--- src/rtl/seg7_capture_decoder_pkg.sv ---
// Shared definitions for the 7-segment capture decoder.
// Segment patterns are active-low with bit0 = segment a through bit6 = segment g.
package seg7_pkg;

  localparam logic [6:0] SEG_0    = 7'h40;
  localparam logic [6:0] SEG_1    = 7'h79;
  localparam logic [6:0] SEG_2    = 7'h24;
  localparam logic [6:0] SEG_3    = 7'h30;
  localparam logic [6:0] SEG_4    = 7'h19;
  localparam logic [6:0] SEG_5    = 7'h12;
  localparam logic [6:0] SEG_6    = 7'h02;
  localparam logic [6:0] SEG_7    = 7'h78;
  localparam logic [6:0] SEG_8    = 7'h00;
  localparam logic [6:0] SEG_9    = 7'h18;
  localparam logic [6:0] SEG_A    = 7'h08;
  localparam logic [6:0] SEG_B    = 7'h03;
  localparam logic [6:0] SEG_C    = 7'h46;
  localparam logic [6:0] SEG_D    = 7'h21;
  localparam logic [6:0] SEG_E    = 7'h06;
  localparam logic [6:0] SEG_F    = 7'h0E;
  localparam logic [6:0] SEG_DASH = 7'h3F;

  localparam int SEG_IDX_A = 0;
  localparam int SEG_IDX_B = 1;
  localparam int SEG_IDX_C = 2;
  localparam int SEG_IDX_D = 3;
  localparam int SEG_IDX_E = 4;
  localparam int SEG_IDX_F = 5;
  localparam int SEG_IDX_G = 6;

  typedef enum logic {
    COLLECT = 1'b0,
    PENDING = 1'b1
  } frame_state_e;

endpackage

--- src/rtl/seg7_capture_decoder_if.sv ---
// Frame output handshake for the 7-segment capture decoder.
// When SEG7_OVERRUN_EN is defined the bundle also carries the sticky overrun flag.
interface seg7_frame_if #(
  parameter int NUM_DIGITS = 4
);

  logic [4*NUM_DIGITS-1:0] value;
  logic [NUM_DIGITS-1:0]   digit_ok;
  logic                    frame_valid;
  logic                    frame_ready;
`ifdef SEG7_OVERRUN_EN
  logic                    overrun;

  modport master (
    output value,
    output digit_ok,
    output frame_valid,
    output overrun,
    input  frame_ready
  );

  modport slave (
    input  value,
    input  digit_ok,
    input  frame_valid,
    input  overrun,
    output frame_ready
  );
`else
  modport master (
    output value,
    output digit_ok,
    output frame_valid,
    input  frame_ready
  );

  modport slave (
    input  value,
    input  digit_ok,
    input  frame_valid,
    output frame_ready
  );
`endif

endinterface

--- src/rtl/seg7_capture_decoder_decode.sv ---
// Combinational lookup from an active-low 7-segment pattern back to its hex nibble.
// Anything that is not one of the sixteen hex glyphs (the dash included) reports ok=0.
module seg7_pattern_decode
  import seg7_pkg::*;
(
  input  logic [6:0] pattern,
  output logic       ok,
  output logic [3:0] nibble
);

  // Table lookup, illegal glyphs fall through to nibble 0 with ok cleared
  always_comb begin
    ok     = 1'b1;
    nibble = 4'h0;
    case (pattern)
      SEG_0:   nibble = 4'h0;
      SEG_1:   nibble = 4'h1;
      SEG_2:   nibble = 4'h2;
      SEG_3:   nibble = 4'h3;
      SEG_4:   nibble = 4'h4;
      SEG_5:   nibble = 4'h5;
      SEG_6:   nibble = 4'h6;
      SEG_7:   nibble = 4'h7;
      SEG_8:   nibble = 4'h8;
      SEG_9:   nibble = 4'h9;
      SEG_A:   nibble = 4'hA;
      SEG_B:   nibble = 4'hB;
      SEG_C:   nibble = 4'hC;
      SEG_D:   nibble = 4'hD;
      SEG_E:   nibble = 4'hE;
      SEG_F:   nibble = 4'hF;
      default: begin
        ok     = 1'b0;
        nibble = 4'h0;
      end
    endcase
  end

endmodule

--- src/rtl/seg7_capture_decoder.sv ---
// Captures a scanned active-low 7-segment bus, debounces each digit and assembles
// decoded hex frames presented over a valid/ready handshake.
// Define SEG7_OVERRUN_EN to add the sticky overrun flag on the frame interface.
module seg7_capture_decoder
  import seg7_pkg::*;
#(
  parameter int NUM_DIGITS    = 4,
  parameter int STABLE_CYCLES = 4
) (
  input  logic                  clk,
  input  logic                  rst_n,
  input  logic [6:0]            seg_in,
  input  logic [NUM_DIGITS-1:0] dig_sel,
  input  logic                  sample_en,
  seg7_frame_if.master          frm
);

  localparam int         IDXW        = (NUM_DIGITS > 1) ? $clog2(NUM_DIGITS) : 1;
  localparam logic [7:0] STABLE_MAX  = 8'(STABLE_CYCLES);
  localparam logic [7:0] STABLE_LAST = 8'(STABLE_CYCLES - 1);

  logic [6:0]                  held_pat;
  logic [IDXW-1:0]             held_dig;
  logic [7:0]                  cnt;

  logic [IDXW-1:0]             sel_idx;
  logic                        qualified;
  logic                        bad_sel;
  logic                        match;
  logic                        commit;
  logic                        complete;
  logic                        dec_ok;
  logic [3:0]                  dec_nibble;

  logic [NUM_DIGITS-1:0][3:0]  slot_val;
  logic [NUM_DIGITS-1:0][3:0]  slot_val_next;
  logic [NUM_DIGITS-1:0]       slot_ok;
  logic [NUM_DIGITS-1:0]       slot_ok_next;
  logic [NUM_DIGITS-1:0]       seen;
  logic [NUM_DIGITS-1:0]       seen_next;

  logic [4*NUM_DIGITS-1:0]     value_q;
  logic [NUM_DIGITS-1:0]       ok_q;

  frame_state_e                state;
  frame_state_e                state_next;
  logic                        load_out;
`ifdef SEG7_OVERRUN_EN
  logic                        discard;
  logic                        overrun_q;
`endif

  seg7_pattern_decode u_decode (
    .pattern (seg_in),
    .ok      (dec_ok),
    .nibble  (dec_nibble)
  );

  // Encode the one-hot strobe to a digit index; only meaningful when the strobe is one-hot
  always_comb begin
    sel_idx = '0;
    for (int i = 0; i < NUM_DIGITS; i++) begin
      if (dig_sel[i]) sel_idx = IDXW'(i);
    end
  end

  // A zero counter means nothing is held, so a match needs a live count
  always_comb begin
    qualified = sample_en && $onehot(dig_sel);
    bad_sel   = sample_en && !$onehot(dig_sel);
    match     = (cnt != 8'd0) && (held_pat == seg_in) && (held_dig == sel_idx);
    commit    = qualified && match && (cnt == STABLE_LAST);
    complete  = commit && ((seen | dig_sel) == {NUM_DIGITS{1'b1}});
  end

  // Stability tracker: count repeats of the same pattern on the same digit
  always_ff @(posedge clk or negedge rst_n) begin
    if (!rst_n) begin
      held_pat <= '0;
      held_dig <= '0;
      cnt      <= '0;
    end else if (bad_sel) begin
      cnt <= '0;
    end else if (qualified) begin
      if (match) begin
        if (cnt < STABLE_MAX) cnt <= cnt + 8'd1;
      end else begin
        held_pat <= seg_in;
        held_dig <= sel_idx;
        cnt      <= 8'd1;
      end
    end
  end

  // Working slots with the current commit merged in, so a completing commit reaches the output
  always_comb begin
    slot_val_next = slot_val;
    slot_ok_next  = slot_ok;
    seen_next     = seen;
    if (commit) begin
      slot_val_next[sel_idx] = dec_nibble;
      slot_ok_next[sel_idx]  = dec_ok;
      seen_next              = seen | dig_sel;
    end
    if (complete) seen_next = '0;
  end

  // Frame FSM next state: a completed frame in PENDING only loads if the consumer takes the old one
  always_comb begin
    state_next = state;
    load_out   = 1'b0;
`ifdef SEG7_OVERRUN_EN
    discard    = 1'b0;
`endif
    case (state)
      COLLECT: begin
        if (complete) begin
          state_next = PENDING;
          load_out   = 1'b1;
        end
      end
      PENDING: begin
        if (frm.frame_ready) begin
          if (complete) load_out = 1'b1;
          else          state_next = COLLECT;
        end else if (complete) begin
`ifdef SEG7_OVERRUN_EN
          discard = 1'b1;
`endif
        end
      end
      default: state_next = COLLECT;
    endcase
  end

  // Frame FSM state register
  always_ff @(posedge clk or negedge rst_n) begin
    if (!rst_n) state <= COLLECT;
    else        state <= state_next;
  end

  // Working slots, seen mask and the output frame registers
  always_ff @(posedge clk or negedge rst_n) begin
    if (!rst_n) begin
      slot_val <= '0;
      slot_ok  <= '0;
      seen     <= '0;
      value_q  <= '0;
      ok_q     <= '0;
    end else begin
      slot_val <= slot_val_next;
      slot_ok  <= slot_ok_next;
      seen     <= seen_next;
      if (load_out) begin
        value_q <= slot_val_next;
        ok_q    <= slot_ok_next;
      end
    end
  end

`ifdef SEG7_OVERRUN_EN
  // Sticky overrun: set on a discarded frame, cleared when the consumer accepts a frame
  always_ff @(posedge clk or negedge rst_n) begin
    if (!rst_n)                                       overrun_q <= 1'b0;
    else if (frm.frame_ready && (state == PENDING))   overrun_q <= 1'b0;
    else if (discard)                                 overrun_q <= 1'b1;
  end

  assign frm.overrun = overrun_q;
`endif

  assign frm.value       = value_q;
  assign frm.digit_ok    = ok_q;
  assign frm.frame_valid = (state == PENDING);

endmodule

--- src/flat_wrapper.sv ---
// flat-port wrapper written by rule: the top's interface ports become plain ports
module seg7_capture_decoder_flat import seg7_pkg::*;
#(
  parameter int NUM_DIGITS    = 4,
  parameter int STABLE_CYCLES = 4
)
  (clk, rst_n, seg_in, dig_sel, sample_en, frm_value, frm_digit_ok, frm_frame_valid, frm_frame_ready);
  seg7_frame_if #(.NUM_DIGITS(NUM_DIGITS)) frm_i ();
  input  logic clk;
  input  logic rst_n;
  input  logic [6:0] seg_in;
  input  logic [NUM_DIGITS-1:0] dig_sel;
  input  logic sample_en;
  output wire logic [$bits(frm_i.value)-1:0] frm_value;
  output wire logic [$bits(frm_i.digit_ok)-1:0] frm_digit_ok;
  output wire logic [$bits(frm_i.frame_valid)-1:0] frm_frame_valid;
  input wire logic [$bits(frm_i.frame_ready)-1:0] frm_frame_ready;
  assign frm_value = frm_i.value;
  assign frm_digit_ok = frm_i.digit_ok;
  assign frm_frame_valid = frm_i.frame_valid;
  assign frm_i.frame_ready = frm_frame_ready;
  seg7_capture_decoder #(.NUM_DIGITS(NUM_DIGITS), .STABLE_CYCLES(STABLE_CYCLES)) u_core (.clk(clk), .rst_n(rst_n), .seg_in(seg_in), .dig_sel(dig_sel), .sample_en(sample_en), .frm(frm_i));
endmodule
--- config.mk ---
export PLATFORM = sky130hd
export DESIGN_NAME = seg7_capture_decoder_flat
export DESIGN_NICKNAME = d
export VERILOG_FILES = /design/src/rtl/seg7_capture_decoder_pkg.sv /design/src/rtl/seg7_capture_decoder_if.sv /design/src/rtl/seg7_capture_decoder_decode.sv /design/src/rtl/seg7_capture_decoder.sv /design/src/flat_wrapper.sv
export SDC_FILE = /design/constraint.sdc
export NUM_CORES = 1
export LEC_CHECK = 0
export BUFFER_PORTS_ARGS = -buffer_cell sky130_fd_sc_hd__buf_2
export CAP_MARGIN = 20
export CORE_MARGIN = 1.5
export CORE_UTILIZATION = 50
export DETAILED_ROUTE_END_ITERATION = 10
export MAX_ROUTING_LAYER = met4
export PLACE_DENSITY = 0.72
export SLEW_MARGIN = 20
export SYNTH_ARGS = -nofsm -noshare
export SYNTH_HDL_FRONTEND = slang
export SYNTH_SLANG_ARGS = --single-unit
--- constraint.sdc ---
create_clock -name clk -period 3.1 [get_ports clk]
set_clock_uncertainty 0.05 [all_clocks]
set_input_delay 0.62 -clock clk [delete_from_list [all_inputs] [get_ports clk]]
set_output_delay 0.62 -clock clk [all_outputs]
set_load 0.02 [all_outputs]
==> flow_summary.rst <==
.. list-table::
   :header-rows: 1

   * - Metric
     - Value
   * - Average cell area after synthesis
     - 11.9 µm²
   * - Y dimension of the die
     - 84.3 µm
   * - Syn. warnings
     - 0
   * - Via-to-Cell Ratio
     - 5.50
   * - Remaining max-slew budget at the tightest pin
     - 45.4%
   * - Type of element capturing the critical path
     - flop
   * - Leak pwr
     - 0.00198 µW
   * - Global-route wire length before repair
     - 11500 µm
   * - Biggest area consumer among synthesized cells
     - sky130_fd_sc_hd__dfrtp_1
   * - RSZ-0062 raised after global routing
     - true
   * - Clock Tree Buf Depth
     - 2
   * - H-tree levels
     - 3
   * - Violations in the final reports
     - setup timing
   * - Multi-input gate area in the final layout
     - 1680 µm²
   * - Routed wire per std cell
     - 15.8 µm
   * - Overall power consumption
     - 2010 µW
   * - Count of different cell masters after synthesis
     - 57
   * - Final core utilization
     - 63.4%
   * - Area growth syn-to-layout
     - 21.9%
   * - Final-stage net count
     - 356
   * - Count of state elements after synthesis
     - 62
   * - Data required time at the worst endpoint
     - 3.27 ns
   * - Initial antenna violation count
     - 0
   * - Critical path startpoint
     - dig_sel[2]
   * - Clock period minus worst slack
     - 3.11 ns
   * - Total of buffers placed on input and output ports
     - 35
   * - Worst slack, placed
     - -0.413 ns
   * - Maximum number of pins on one net before global-route repair
     - 37
   * - Met1 capacity usage during global routing
     - 29.9%
   * - Via count
     - 2288
   * - Actual transition at the worst max-transition pin
     - 0.817 ns
   * - Synthesized instance count
     - 277
   * - Die X-Extent
     - 84.3 µm
   * - Portion of the post-synthesis area used by sequential elements
     - 47.0%
   * - 1st-pass router iterations
     - 6
   * - Count of fill cells added during filler insertion
     - 494
   * - Busiest layer in global routing
     - met2
   * - # hold bufs at CTS
     - 0
   * - Number of enable-type register cells in the synthesized netlist
     - 0
   * - Smallest hold slack
     - 0.308 ns
   * - Max-capacitance violation count
     - 0
   * - GR met2 Demand/Resource
     - 30.3%
   * - Top area cells in the synthesized netlist
     - sky130_fd_sc_hd__dfrtp_1, sky130_fd_sc_hd__mux2_4, sky130_fd_sc_hd__mux2_2, sky130_fd_sc_hd__mux2i_1, sky130_fd_sc_hd__nor3_4
   * - R2R depth
     - 7
   * - Antenna-violating nets left
     - 0
   * - Count of boundary I/O pins
     - 36
   * - Net count after synthesis
     - 299
   * - Number of rows created at floorplan
     - 29
   * - Startpoint of the lowest-slack register-to-register path
     - u_core.cnt[3]
   * - Share of synthesized flip-flops with an asynchronous set or reset
     - 100%
   * - CTS tree
     - built
   * - Area enclosed by the die boundary
     - 7100 µm²
   * - R2R Setup Slk
     - 0.43 ns
   * - Share of the cycle needed by the critical path after routing
     - 100%
   * - Worst-Skew Late Latency
     - 0.34 ns
   * - Inserted Diodes
     - 0
   * - Wirelength, routed
     - 6580 µm
   * - Number of placed instances with taps included
     - 397
   * - Fraction of synthesized cell area taken by the top area cell type
     - 47.0%
   * - Number of clock buffers inserted by TritonCTS
     - 9
   * - Clock tree root driver cell
     - sky130_fd_sc_hd__clkbuf_8
   * - Launching element type of the critical path
     - primary input
   * - Vias in the first global route
     - 2331
   * - Commonest cells after routing, fill and taps aside
     - sky130_fd_sc_hd__dfrtp_1, sky130_fd_sc_hd__buf_2, sky130_fd_sc_hd__mux2_4
   * - Data arrival time of the critical path
     - 3.28 ns
   * - Mapped Area
     - 3300 µm²
   * - Count of unresolved DRC violations after routing
     - 0
   * - Global routing usage summed across all routing layers
     - 21.1%
   * - 1st-iter DRT viols
     - 127
   * - Global placement routability congestion
     - 0.821
   * - Floorplan Core Area
     - 6350 µm²
   * - End of the worst register-to-register path
     - u_core.frm.value[1]
   * - Classification of the worst-slack hold path
     - in2async
   * - Peak supply drop
     - 0.417 mV
   * - TritonCTS sink count
     - 62
   * - Final Worst Setup Slack
     - -0.00967 ns
   * - Worst-path fanout max
     - 6
   * - Clk slew on worst S/H paths
     - 0.07 ns
   * - Final-report hold violation count
     - 0
   * - Pwr per Cell Area
     - 500 nW/µm²
   * - Leading cell type in the layout, fill and taps excluded
     - sky130_fd_sc_hd__dfrtp_1
   * - Sequential standard cell area
     - 1550 µm²
   * - Status
     - complete, but fails checks
   * - Final cell count without fillers
     - 416
   * - Fraction of final layout cells sized beyond drive strength 1
     - 37.5%
   * - Initial standard-cell utilization of the core
     - 52.0%
   * - HPWL after detailed placement
     - 4590 µm
   * - Setup Crit Path Kind
     - in2reg
   * - Fmax
     - 322 MHz
   * - Most used flip-flop cell after synthesis
     - sky130_fd_sc_hd__dfrtp_1
   * - Total of endpoints with negative setup slack in the final report
     - 1
   * - Number of max-slew violations in the final report
     - 0
   * - Global-route congestion overflow total
     - 0
   * - Fraction of met3 tracks used by global routing
     - 3.05%
power by group:
part           total (µW)  switching, µW  internal (µW)
clock network         810            331            478
registers             907           39.2            868
logic                 296            157            139
metal layers:
metal,routed length (µm),up-vias,part of all wire [%]
met5,0,-,0
met4,131,0,2.0
met3,214,12,3.3
met2,3070,43,47
met1,3160,1126,48
li1,-,1107,-
flip-flops by register name, indices dropped and copies added (netlist names):
name	count
u_core.frm.value	16
u_core.slot_val	16
u_core.cnt	8
u_core.held_pat	7
u_core.frm.digit_ok	4
u_core.seen	4
u_core.slot_ok	4
u_core.held_dig	2
u_core.frm.frame_valid	1
cells in the mapped netlist, types with 3 or more instances:
cell                       number
sky130_fd_sc_hd__a211oi_1       3
sky130_fd_sc_hd__a21oi_1       10
sky130_fd_sc_hd__and2_1         5
sky130_fd_sc_hd__buf_2          3
sky130_fd_sc_hd__clkbuf_1       7
sky130_fd_sc_hd__dfrtp_1       62
sky130_fd_sc_hd__ha_1           6
sky130_fd_sc_hd__inv_1         14
sky130_fd_sc_hd__mux2_2        15
sky130_fd_sc_hd__mux2_4        20
sky130_fd_sc_hd__mux2i_1        9
sky130_fd_sc_hd__nand2_1       15
sky130_fd_sc_hd__nand2b_1       3
sky130_fd_sc_hd__nand3_1        3
sky130_fd_sc_hd__nand4_1        5
sky130_fd_sc_hd__nand4b_1       3
sky130_fd_sc_hd__nor2_1        15
sky130_fd_sc_hd__nor2b_1        4
sky130_fd_sc_hd__nor3_1         3
sky130_fd_sc_hd__nor3_4         5
sky130_fd_sc_hd__nor4_1         3
sky130_fd_sc_hd__nor4bb_1       3
sky130_fd_sc_hd__o21ai_0        7
sky130_fd_sc_hd__o22ai_1        3
sky130_fd_sc_hd__o31ai_1        3
sky130_fd_sc_hd__xnor2_1        3
sky130_fd_sc_hd__xor2_1         8
worst max path at each step:
stage	endpoint	slack (ns)	cells after the start
after floorplan	u_core.frm.value[4]	-0.1	10
after global placement	u_core.frm.value[1]	-0.32	11
after detailed placement	u_core.frm.value[2]	-0.41	11
after CTS	u_core.frm.value[2]	0.01	11
after global routing	u_core.frm.value[1]	-0.05	12
final	u_core.frm.value[1]	-0.01	12
cells by family (layout without fill, tap and decap cells):
group,after synthesis,count (layout),share of synthesized area [%]
AO/OA/AOI/OAI,41,41,8.42
XOR/XNOR,11,11,2.92
adder cells (fa/ha/maj),7,7,2.88
buffers and inverters,26,88,4.06
flip-flops,62,62,47.0
multiplexers,46,46,17.6
AND/OR/NAND/NOR,84,84,17.1
critical path, stage by stage:
cell,delay (ns)
sky130_fd_sc_hd__buf_12,0.09
sky130_fd_sc_hd__inv_12,0.03
sky130_fd_sc_hd__ha_4,0.23
sky130_fd_sc_hd__ha_4,0.15
sky130_fd_sc_hd__fa_1,0.48
sky130_fd_sc_hd__nand4bb_4,0.23
sky130_fd_sc_hd__nor4_4,0.29
sky130_fd_sc_hd__nand4_1,0.21
sky130_fd_sc_hd__nor3_4,0.24
sky130_fd_sc_hd__buf_6,0.15
sky130_fd_sc_hd__mux2_4,0.31
sky130_fd_sc_hd__mux2_4,0.26
final cells by class:
class / count / share of cell area [%]
clock inverter: 6 / 2.30
timing repair buffer: 58 / 9.82
sequential: 62 / 38.5
inverter: 14 / 1.68
clock buffer: 10 / 3.42
tap: 77 / 2.39
multi-input combinational: 189 / 41.8
timing repair:
action                                  4_1_cts  5_1_grt
pin swaps                                     1        1
resized for setup                             2       10
setup buffers                                 0        3
endpoints found under the setup margin        4       20
through the flow:
| step | area (µm²) | setup TNS, ns |
|---|---|---|
| after CTS | 3970 | 0 |
| after floorplan | 3380 | -1.35 |
| after global placement | 3730 | -6.11 |
| after global routing | 4030 | -0.133 |
| final | 4030 | -0.00967 |
| after detailed placement | 3730 | -9.62 |
(Power assumes the default switching activity.)
